### src/rtl/ifetch_prefetch_buffer.sv
// Instruction prefetch buffer: in-order req/gnt/rvalid fetch into a small PC-tagged FIFO.
// Optional perf counters (stall cycles, discarded responses) enabled by defining IFB_PERF_CNT_EN.
module ifetch_prefetch_buffer #(
   parameter int          DEPTH           = 4,
   parameter int          MAX_OUTSTANDING = 2,
   parameter logic [31:0] RESET_PC        = 32'h0000_0000
) (
   input  logic        clk,
   input  logic        reset,
   input  logic        flush,
   input  logic [31:0] flush_pc,
   output logic        im_req,
   output logic [31:0] im_addr,
   input  logic        im_gnt,
   input  logic        im_rvalid,
   input  logic [31:0] im_rdata,
   output logic        f_valid,
   output logic [31:0] f_instr,
   output logic [31:0] f_pc,
   input  logic        f_ready
`ifdef IFB_PERF_CNT_EN
   ,
   output logic [31:0] perf_stall_cnt,
   output logic [31:0] perf_drop_cnt
`endif
);

   localparam int PW = $clog2(DEPTH);
   localparam int CW = PW + 1;

   typedef enum logic {BOOT, RUN} state_t;

   state_t           state_reg, state_next;
   logic [31:0]      fetch_pc_reg, resp_pc_reg;
   logic [CW-1:0]    count_reg, outstanding_reg, drop_cnt_reg;
   logic [PW-1:0]    rd_ptr_reg, wr_ptr_reg;
   logic [63:0]      mem_reg [DEPTH];
   logic             issue, pop, push, drop;
   logic [31:0]      target_pc;

   assign target_pc = flush_pc & ~32'd3;
   assign im_addr   = fetch_pc_reg;
   assign f_pc      = mem_reg[rd_ptr_reg][63:32];
   assign f_instr   = mem_reg[rd_ptr_reg][31:0];

   always_comb begin
      state_next = state_reg;
      im_req     = 1'b0;
      f_valid    = 1'b0;
      if (state_reg == BOOT)
         state_next = RUN;
      // Credit rule: every granted request already owns a FIFO slot.
      if (state_reg == RUN && !flush && outstanding_reg < CW'(MAX_OUTSTANDING) &&
          ({1'b0, count_reg} + {1'b0, outstanding_reg}) < (CW+1)'(DEPTH))
         im_req = 1'b1;
      f_valid = (count_reg != '0) && !flush;
   end

   assign issue = im_req && im_gnt;
   assign pop   = f_valid && f_ready;
   assign drop  = im_rvalid && (flush || drop_cnt_reg != '0);
   assign push  = im_rvalid && !drop;

   always_ff @(posedge clk or negedge reset) begin
      if (!reset) begin
         state_reg       <= BOOT;
         fetch_pc_reg    <= RESET_PC;
         resp_pc_reg     <= RESET_PC;
         count_reg       <= '0;
         outstanding_reg <= '0;
         drop_cnt_reg    <= '0;
         rd_ptr_reg      <= '0;
         wr_ptr_reg      <= '0;
         for (int i = 0; i < DEPTH; i++)
            mem_reg[i] <= {RESET_PC, 32'h0};
      end else begin
         state_reg       <= state_next;
         outstanding_reg <= outstanding_reg + CW'(issue) - CW'(im_rvalid);
         if (flush) begin
            // Responses still owed to the old stream must be thrown away.
            fetch_pc_reg <= target_pc;
            resp_pc_reg  <= target_pc;
            drop_cnt_reg <= outstanding_reg - CW'(im_rvalid);
            count_reg    <= '0;
            rd_ptr_reg   <= '0;
            wr_ptr_reg   <= '0;
         end else begin
            if (issue)
               fetch_pc_reg <= fetch_pc_reg + 32'd4;
            if (drop)
               drop_cnt_reg <= drop_cnt_reg - CW'(1);
            if (push) begin
               mem_reg[wr_ptr_reg] <= {resp_pc_reg, im_rdata};
               wr_ptr_reg          <= wr_ptr_reg + PW'(1);
               resp_pc_reg         <= resp_pc_reg + 32'd4;
            end
            if (pop)
               rd_ptr_reg <= rd_ptr_reg + PW'(1);
            count_reg <= count_reg + CW'(push) - CW'(pop);
         end
      end
   end

`ifdef IFB_PERF_CNT_EN
   logic [31:0] stall_cnt_reg, drop_ev_cnt_reg;

   always_ff @(posedge clk or negedge reset) begin
      if (!reset) begin
         stall_cnt_reg   <= '0;
         drop_ev_cnt_reg <= '0;
      end else begin
         if (state_reg == RUN && f_ready && !f_valid && stall_cnt_reg != '1)
            stall_cnt_reg <= stall_cnt_reg + 32'd1;
         if (drop && drop_ev_cnt_reg != '1)
            drop_ev_cnt_reg <= drop_ev_cnt_reg + 32'd1;
      end
   end

   assign perf_stall_cnt = stall_cnt_reg;
   assign perf_drop_cnt  = drop_ev_cnt_reg;
`endif

`ifndef SYNTHESIS
   a_rvalid_owed : assert property (@(posedge clk) disable iff (!reset)
      im_rvalid |-> outstanding_reg != '0);
`endif

endmodule

### config.mk
export PLATFORM = sky130hd
export DESIGN_NAME = ifetch_prefetch_buffer
export DESIGN_NICKNAME = d
export VERILOG_FILES = /design/src/rtl/ifetch_prefetch_buffer.sv
export SDC_FILE = /design/constraint.sdc
export NUM_CORES = 1
export LEC_CHECK = 0
export BUFFER_PORTS_ARGS = -buffer_cell sky130_fd_sc_hd__buf_2
export CAP_MARGIN = 20
export CORE_AREA = 2 2 248 250
export DETAILED_ROUTE_END_ITERATION = 10
export DIE_AREA = 0 0 250 252
export GPL_ROUTABILITY_DRIVEN = 0
export PLACE_DENSITY = 0.46
export SYNTH_ARGS = -nofsm -noshare
export SYNTH_HDL_FRONTEND = slang
export SYNTH_SLANG_ARGS = --single-unit
### constraint.sdc
create_clock -name clk -period 2.55 [get_ports clk]
set_input_delay 0.1275 -clock clk [delete_from_list [all_inputs] [get_ports clk]]
set_output_delay 0.1275 -clock clk [all_outputs]
set_load 0.02 [all_outputs]
Word-level counts from Yosys, hierarchy flattened
Cells that the tools add are included.

cells by class
  $add $sub $neg = 11
  $mul = 0
  div/mod/pow operators = 0
  order comparisons = 5
  equality and inequality tests = 0
  shifts and indexed selects = 0
  mux-type cells = 18
  bitwise operators = 3
  reductions and logical operators = 19

operators by type and width
  cell                   count
  $bwmux 256             1
  $mux 64                3
  $bmux 64 s2            1
  $demux 64 s2           1
  $mux 32                4
  $add 32x3->32 const B  2
  $logic_and 1x1->1      9
  $mux 3                 3
  $sub 3x1->3            3
  $mux 2                 4
  $reduce_bool 2->1      4
  $add 3x1->3            2
  $ge 3x3->1 const B     2
  $not 2->3              2
  $reduce_bool 3->1      2
  $add 2x1->2 const B    2
  $add 3x3->4            1
  $lt 4x3->1 const B     1
  $lt 3x1->1 const B     1
  $lt 3x2->1 const B     1
  $sub 3x1->3 const B    1
  $logic_not 1->1        2
  $reduce_and 2->1       1
  $logic_or 1x1->1       1
  other kinds (2)        2

word-level totals
  register bits = 334
  bits in latches = 0
  RAM bits = 0
  memory bits (read-only) = 0
  input bits = 70
  output and inout bits = 98
  logic and storage cells = 68
  memories = 0

Depth between registers and ports, before layout
  depth in word-level cells = 8
  mapped depth = 13

Worst setup path after synthesis
OpenSTA, ideal clock, no wires.

  kind = reg2reg
  start = register count_reg[2]
  end = register outstanding_reg[2]
  setup time = 0.122 ns
  arrival time = 2.504 ns
  required time = 2.428 ns
  path slack = -0.076 ns
  cell stages (with the launch flop) = 13
  path buffers = 2
  clock period less this slack = 2.626 ns
  cell sequence = dfrtp_1 > ha_1 > nor4b_4 > and4_1 > buf_6 > inv_4 > clkbuf_1 > ha_1 > inv_1 > ha_1 > inv_1 > fa_1 > xor2_1

between the ends
  word-level cells in the longest chain between the ends = 7

RTL lines
  element                   line  source
  start: declaration        35    logic [CW-1:0] count_reg, outstanding_reg, drop_cnt_reg;
  start signal: assignment  99    count_reg <= count_reg + CW'(push) - CW'(pop);
  $add 3x3->4               54    ({1'b0, count_reg} + {1'b0, outstanding_reg}) < (CW+1)'(DEPTH))
  $lt 4x3->1                54
  $logic_and 1x1->1         53    if (state_reg == RUN && !flush && outstanding_reg < CW'(MAX_OUTSTANDING) &&
  $mux 1                    53
  $logic_and 1x1->1         59    assign issue = im_req && im_gnt;
  $add 3x1->3               78    outstanding_reg <= outstanding_reg + CW'(issue) - CW'(im_rvalid);
  $sub 3x1->3               78
  end signal: assignment    78
  end: declaration          35

No other way between the ends.
A chain may end at the register's enable or synchronous reset.

Final worst setup path
  start = register outstanding_reg[2]
  end = register outstanding_reg[2]

between the ends
  word-level cells in the longest chain between the ends = 7
  elaborated cells on any way between the ends = 9
  classes of those cells = 3 x add/sub; 2 x order compare; 1 x mux; 3 x reduce/logical

RTL lines
  element                                          line
  $add 3x3->4 or $lt 3x2->1 (tied branches)        54, 53
  $lt 4x3->1 or $logic_and 1x1->1 (tied branches)  54, 53
  $logic_and 1x1->1                                53
  $mux 1                                           53
  $logic_and 1x1->1                                59
  $add 3x1->3 *                                    78
  $sub 3x1->3 *                                    78

Mark *: on every way between the ends. The rest lies on a longest branch, timed or not.

==> impl_metrics.env <==
export IMPL_die_h_um=252
export IMPL_synth_flop_cell="dfrtp_1"
export IMPL_min_period_ps=2450
export IMPL_routed_wl_um=39700
export IMPL_crit_type="reg2reg"
export IMPL_clock_latency_ps=550
export IMPL_worst_ep_arrival_time_ps=2880
export IMPL_grt_use_total_pct=12.7
export IMPL_slew_viol_final=0
export IMPL_startpoint_type="register"
export IMPL_rsz0062_at_grt="false"
export IMPL_fp_dieArea_um2=63000
export IMPL_htreeDepth=2
export IMPL_final_cell_mix="dfrtp_1 (320), mux2_2 (238), buf_2 (160), nand2_1 (74), dlygate4sd3_1 (65)"
export IMPL_synth_edf_count=0
export IMPL_worstPathRequired_ps=2980
export IMPL_maxCapViolCount=0
export IMPL_final_antenna_net_count=0
export IMPL_cpMostUsedCell="ha_1"
export IMPL_fp_dieW_um=250
export IMPL_vdd_ir_drop_worst_mv=0.403
export IMPL_syn_area_per_cell_um2=13.7
export IMPL_grt_pass1_wl_um=62500
export IMPL_drive_gt1_share_pct=43.2
export IMPL_syn_cell_area_um2=14900
export IMPL_grt_pass1_vias=10400
export IMPL_ys_types=54
export IMPL_fin_hold_ws_ps=152
export IMPL_regArea_um2=8070
export IMPL_intPower_mw=12.4
export IMPL_p_switching_mw=5.89
export IMPL_wl_met2_um=18400
export IMPL_pwr_share_clk_pct=31.4
export IMPL_slew_headroom_pct=43.0
export IMPL_p_seq_share_pct=38.2
export IMPL_highest_layer="met4"
export IMPL_wire_per_inst_um=18.5
export IMPL_fin_nets=1422
export IMPL_detailedRoute_firstPassIterationCount=5
export IMPL_crit_start="outstanding_reg[2]"
export IMPL_rows=90
export IMPL_reg2reg_depth=10
export IMPL_r2r_start="outstanding_reg[2]"
export IMPL_crit_end="outstanding_reg[2]"
export IMPL_post_route_period_util_pct=96.1
export IMPL_yosys_register_bits=322
export IMPL_cts_buffers=40
export IMPL_hold_class="in2async"
export IMPL_placedInstanceArea_um2=17000
export IMPL_ys_async_sr_fraction_pct=100
export IMPL_cp_max_fo=3
export IMPL_p_comb_share_pct=30.3
export IMPL_via_per_inst=4.57
export IMPL_grt_max_degree=69
export IMPL_diodes=0
export IMPL_grt_ovfl_total=0
export IMPL_vias=9803
export IMPL_ys_top_cells_by_area="dfrtp_1 (54%), mux2_2 (18%), mux4_2 (9.3%)"
export IMPL_power_per_cell_area_nw_per_um2=967
export IMPL_worstMarginPinSlew_ps=854
export IMPL_p_leak_nw=8.72
export IMPL_fin_area_um2=18900
export IMPL_cts_buffer_depth=3
export IMPL_cp_cell_sequence="ha_1 > nor4b_4 > and4_1 > inv_4 > ha_1 > inv_1 > ha_1 > inv_1 > fa_1 > xor2_1"
export IMPL_antenna_found_initial=0
export IMPL_wl_met1_um=18600
export IMPL_areaGrowthSynthToFinish_pct=26.8
export IMPL_drt_iter0_drc=401
export IMPL_p_sw_share_pct=32.2
export IMPL_status="finished clean"
export IMPL_synthCells=1087
export IMPL_cts_tree="done"
export IMPL_synth_top_area_share_pct=53.9
export IMPL_synth_top_area_cell="dfrtp_1"
export IMPL_critPathMaxStageDelay_ps=410
export IMPL_ff2ff_setup_slack_ps=100
export IMPL_skew_ps=17.4
export IMPL_largest_register_ffs=248
export IMPL_cp_slowest_cell="dfrtp_1"
export IMPL_io_pins=168
export IMPL_dpl_hpwl_um=27100
export IMPL_cp_end_kind="register"
export IMPL_timing_rr_end="outstanding_reg[2]"
export IMPL_post_cts_setup_buffers=0
export IMPL_cts_root_buf="clkbuf_16"
export IMPL_port_buffers=161
export IMPL_multi_input_comb_area_um2=6510
export IMPL_drc_errors=0
export IMPL_clkSinkCount=322
export IMPL_hold_violations=0
export IMPL_clk_pin_slew_ps=60
export IMPL_wl_met3_um=2080
export IMPL_mostFrequentLayoutCell="dfrtp_1"
export IMPL_finalSetupViolations=0
export IMPL_start_util_pct=24.8
export IMPL_fillCellCount=6034
export IMPL_synth_warning_count=0
export IMPL_fmax_mhz=408
export IMPL_ys_seq_area_share_pct=53.9
export IMPL_fp_coreArea_um2=60100
power by group through the flow:
stage | logic [mW] | registers, mW | clock network, mW
2_1_floorplan | 3.82 | 6.87 | 0
3_3_place_gp | 5.55 | 7.04 | 0
3_5_place_dp | 5.65 | 7.09 | 0
4_1_cts | 5.74 | 7.01 | 5.97
5_1_grt | 6.07 | 7.18 | 6.17
6_report | 5.56 | 7.01 | 5.76
cell usage after synthesis, types with 17 or more instances:
master and instances:
dfrtp_1 322, mux2_2 238, nand2_1 78, mux4_2 62, o21ai_0 55, buf_2 31, nand3_1 29, xor2_1 26
nor2_1 25, clkbuf_1 24, inv_1 21, ha_1 17, nand4_1 17
logic make-up (layout without fill, tap and decap cells):
family | after synthesis | count (layout) | share of synthesized area (%)
flip-flops | 322 | 322 | 53.9
multiplexers | 305 | 305 | 27.6
AND/OR/NAND/NOR | 211 | 211 | 7.58
AO/OA/AOI/OAI | 98 | 98 | 4.00
buffers and inverters | 90 | 364 | 2.75
XOR/XNOR | 40 | 40 | 2.35
adder cells (fa/ha/maj) | 19 | 19 | 1.69
other | 2 | 5 | 0.0503
critical path, delay by kind of cell, from the launching register on:
family	cells	cell delay, ps
AND/OR/NAND/NOR	2	530
buffers and inverters	3	130
adder cells (fa/ha/maj)	4	1090
flip-flops	1	410
XOR/XNOR	1	170
cell type report:
| cell class | instances | share of cell area (%) |
|---|---|---|
| Timing Repair Buffer | 269 | 10.4 |
| Clock inverter | 19 | 1.02 |
| Clock buffer | 54 | 6.04 |
| Multi-Input combinational cell | 678 | 34.4 |
| Sequential cell | 322 | 42.6 |
| Inverter | 22 | 0.449 |
| Tap cell | 782 | 5.16 |
how the worst min path moves through the flow:
stage                     startpoint  depth (start not counted)              end
after detailed placement       reset                          1     mem_reg[131]
after global placement         reset                          1     mem_reg[131]
after floorplan                reset                          0     count_reg[0]
after CTS                      flush                          4  resp_pc_reg[23]
after global routing           reset                          2      mem_reg[16]
final                          reset                          2     mem_reg[131]
routing by layer:
layer | vias to the layer above | track usage, %
li1 | 4485 | -
met1 | 5052 | 17.3
met2 | 228 | 20.4
met3 | 38 | 3.13
met4 | 0 | 3.23
met5 | - | 0
what timing repair did:
action / in CTS / in global routing
endpoints found under the hold margin: 260 / 0
endpoints found under the setup margin: 0 / 1
hold buffers: 65 / 0
gates resized for setup: 0 / 1
stage by stage:
| step | power [mW] | TNS (ps) | util, % | std cells | setup WS (ps) |
|---|---|---|---|---|---|
| 3_5_place_dp | 12.7 | 0 | 28.2 | 2008 | 97.3 |
| 5_1_grt | 19.4 | 0 | 31.5 | 2146 | 16.9 |
| 3_3_place_gp | 12.6 | 0 | 28.2 | 2008 | 99.3 |
| 4_1_cts | 18.7 | 0 | 31.5 | 2146 | 78.7 |
| 2_1_floorplan | 10.7 | -6.60 | - | 1090 | -6.60 |
| 6_report | 18.3 | 0 | 31.5 | 2146 | 99.3 |
Note: power is estimated with default switching activity, not from simulation.
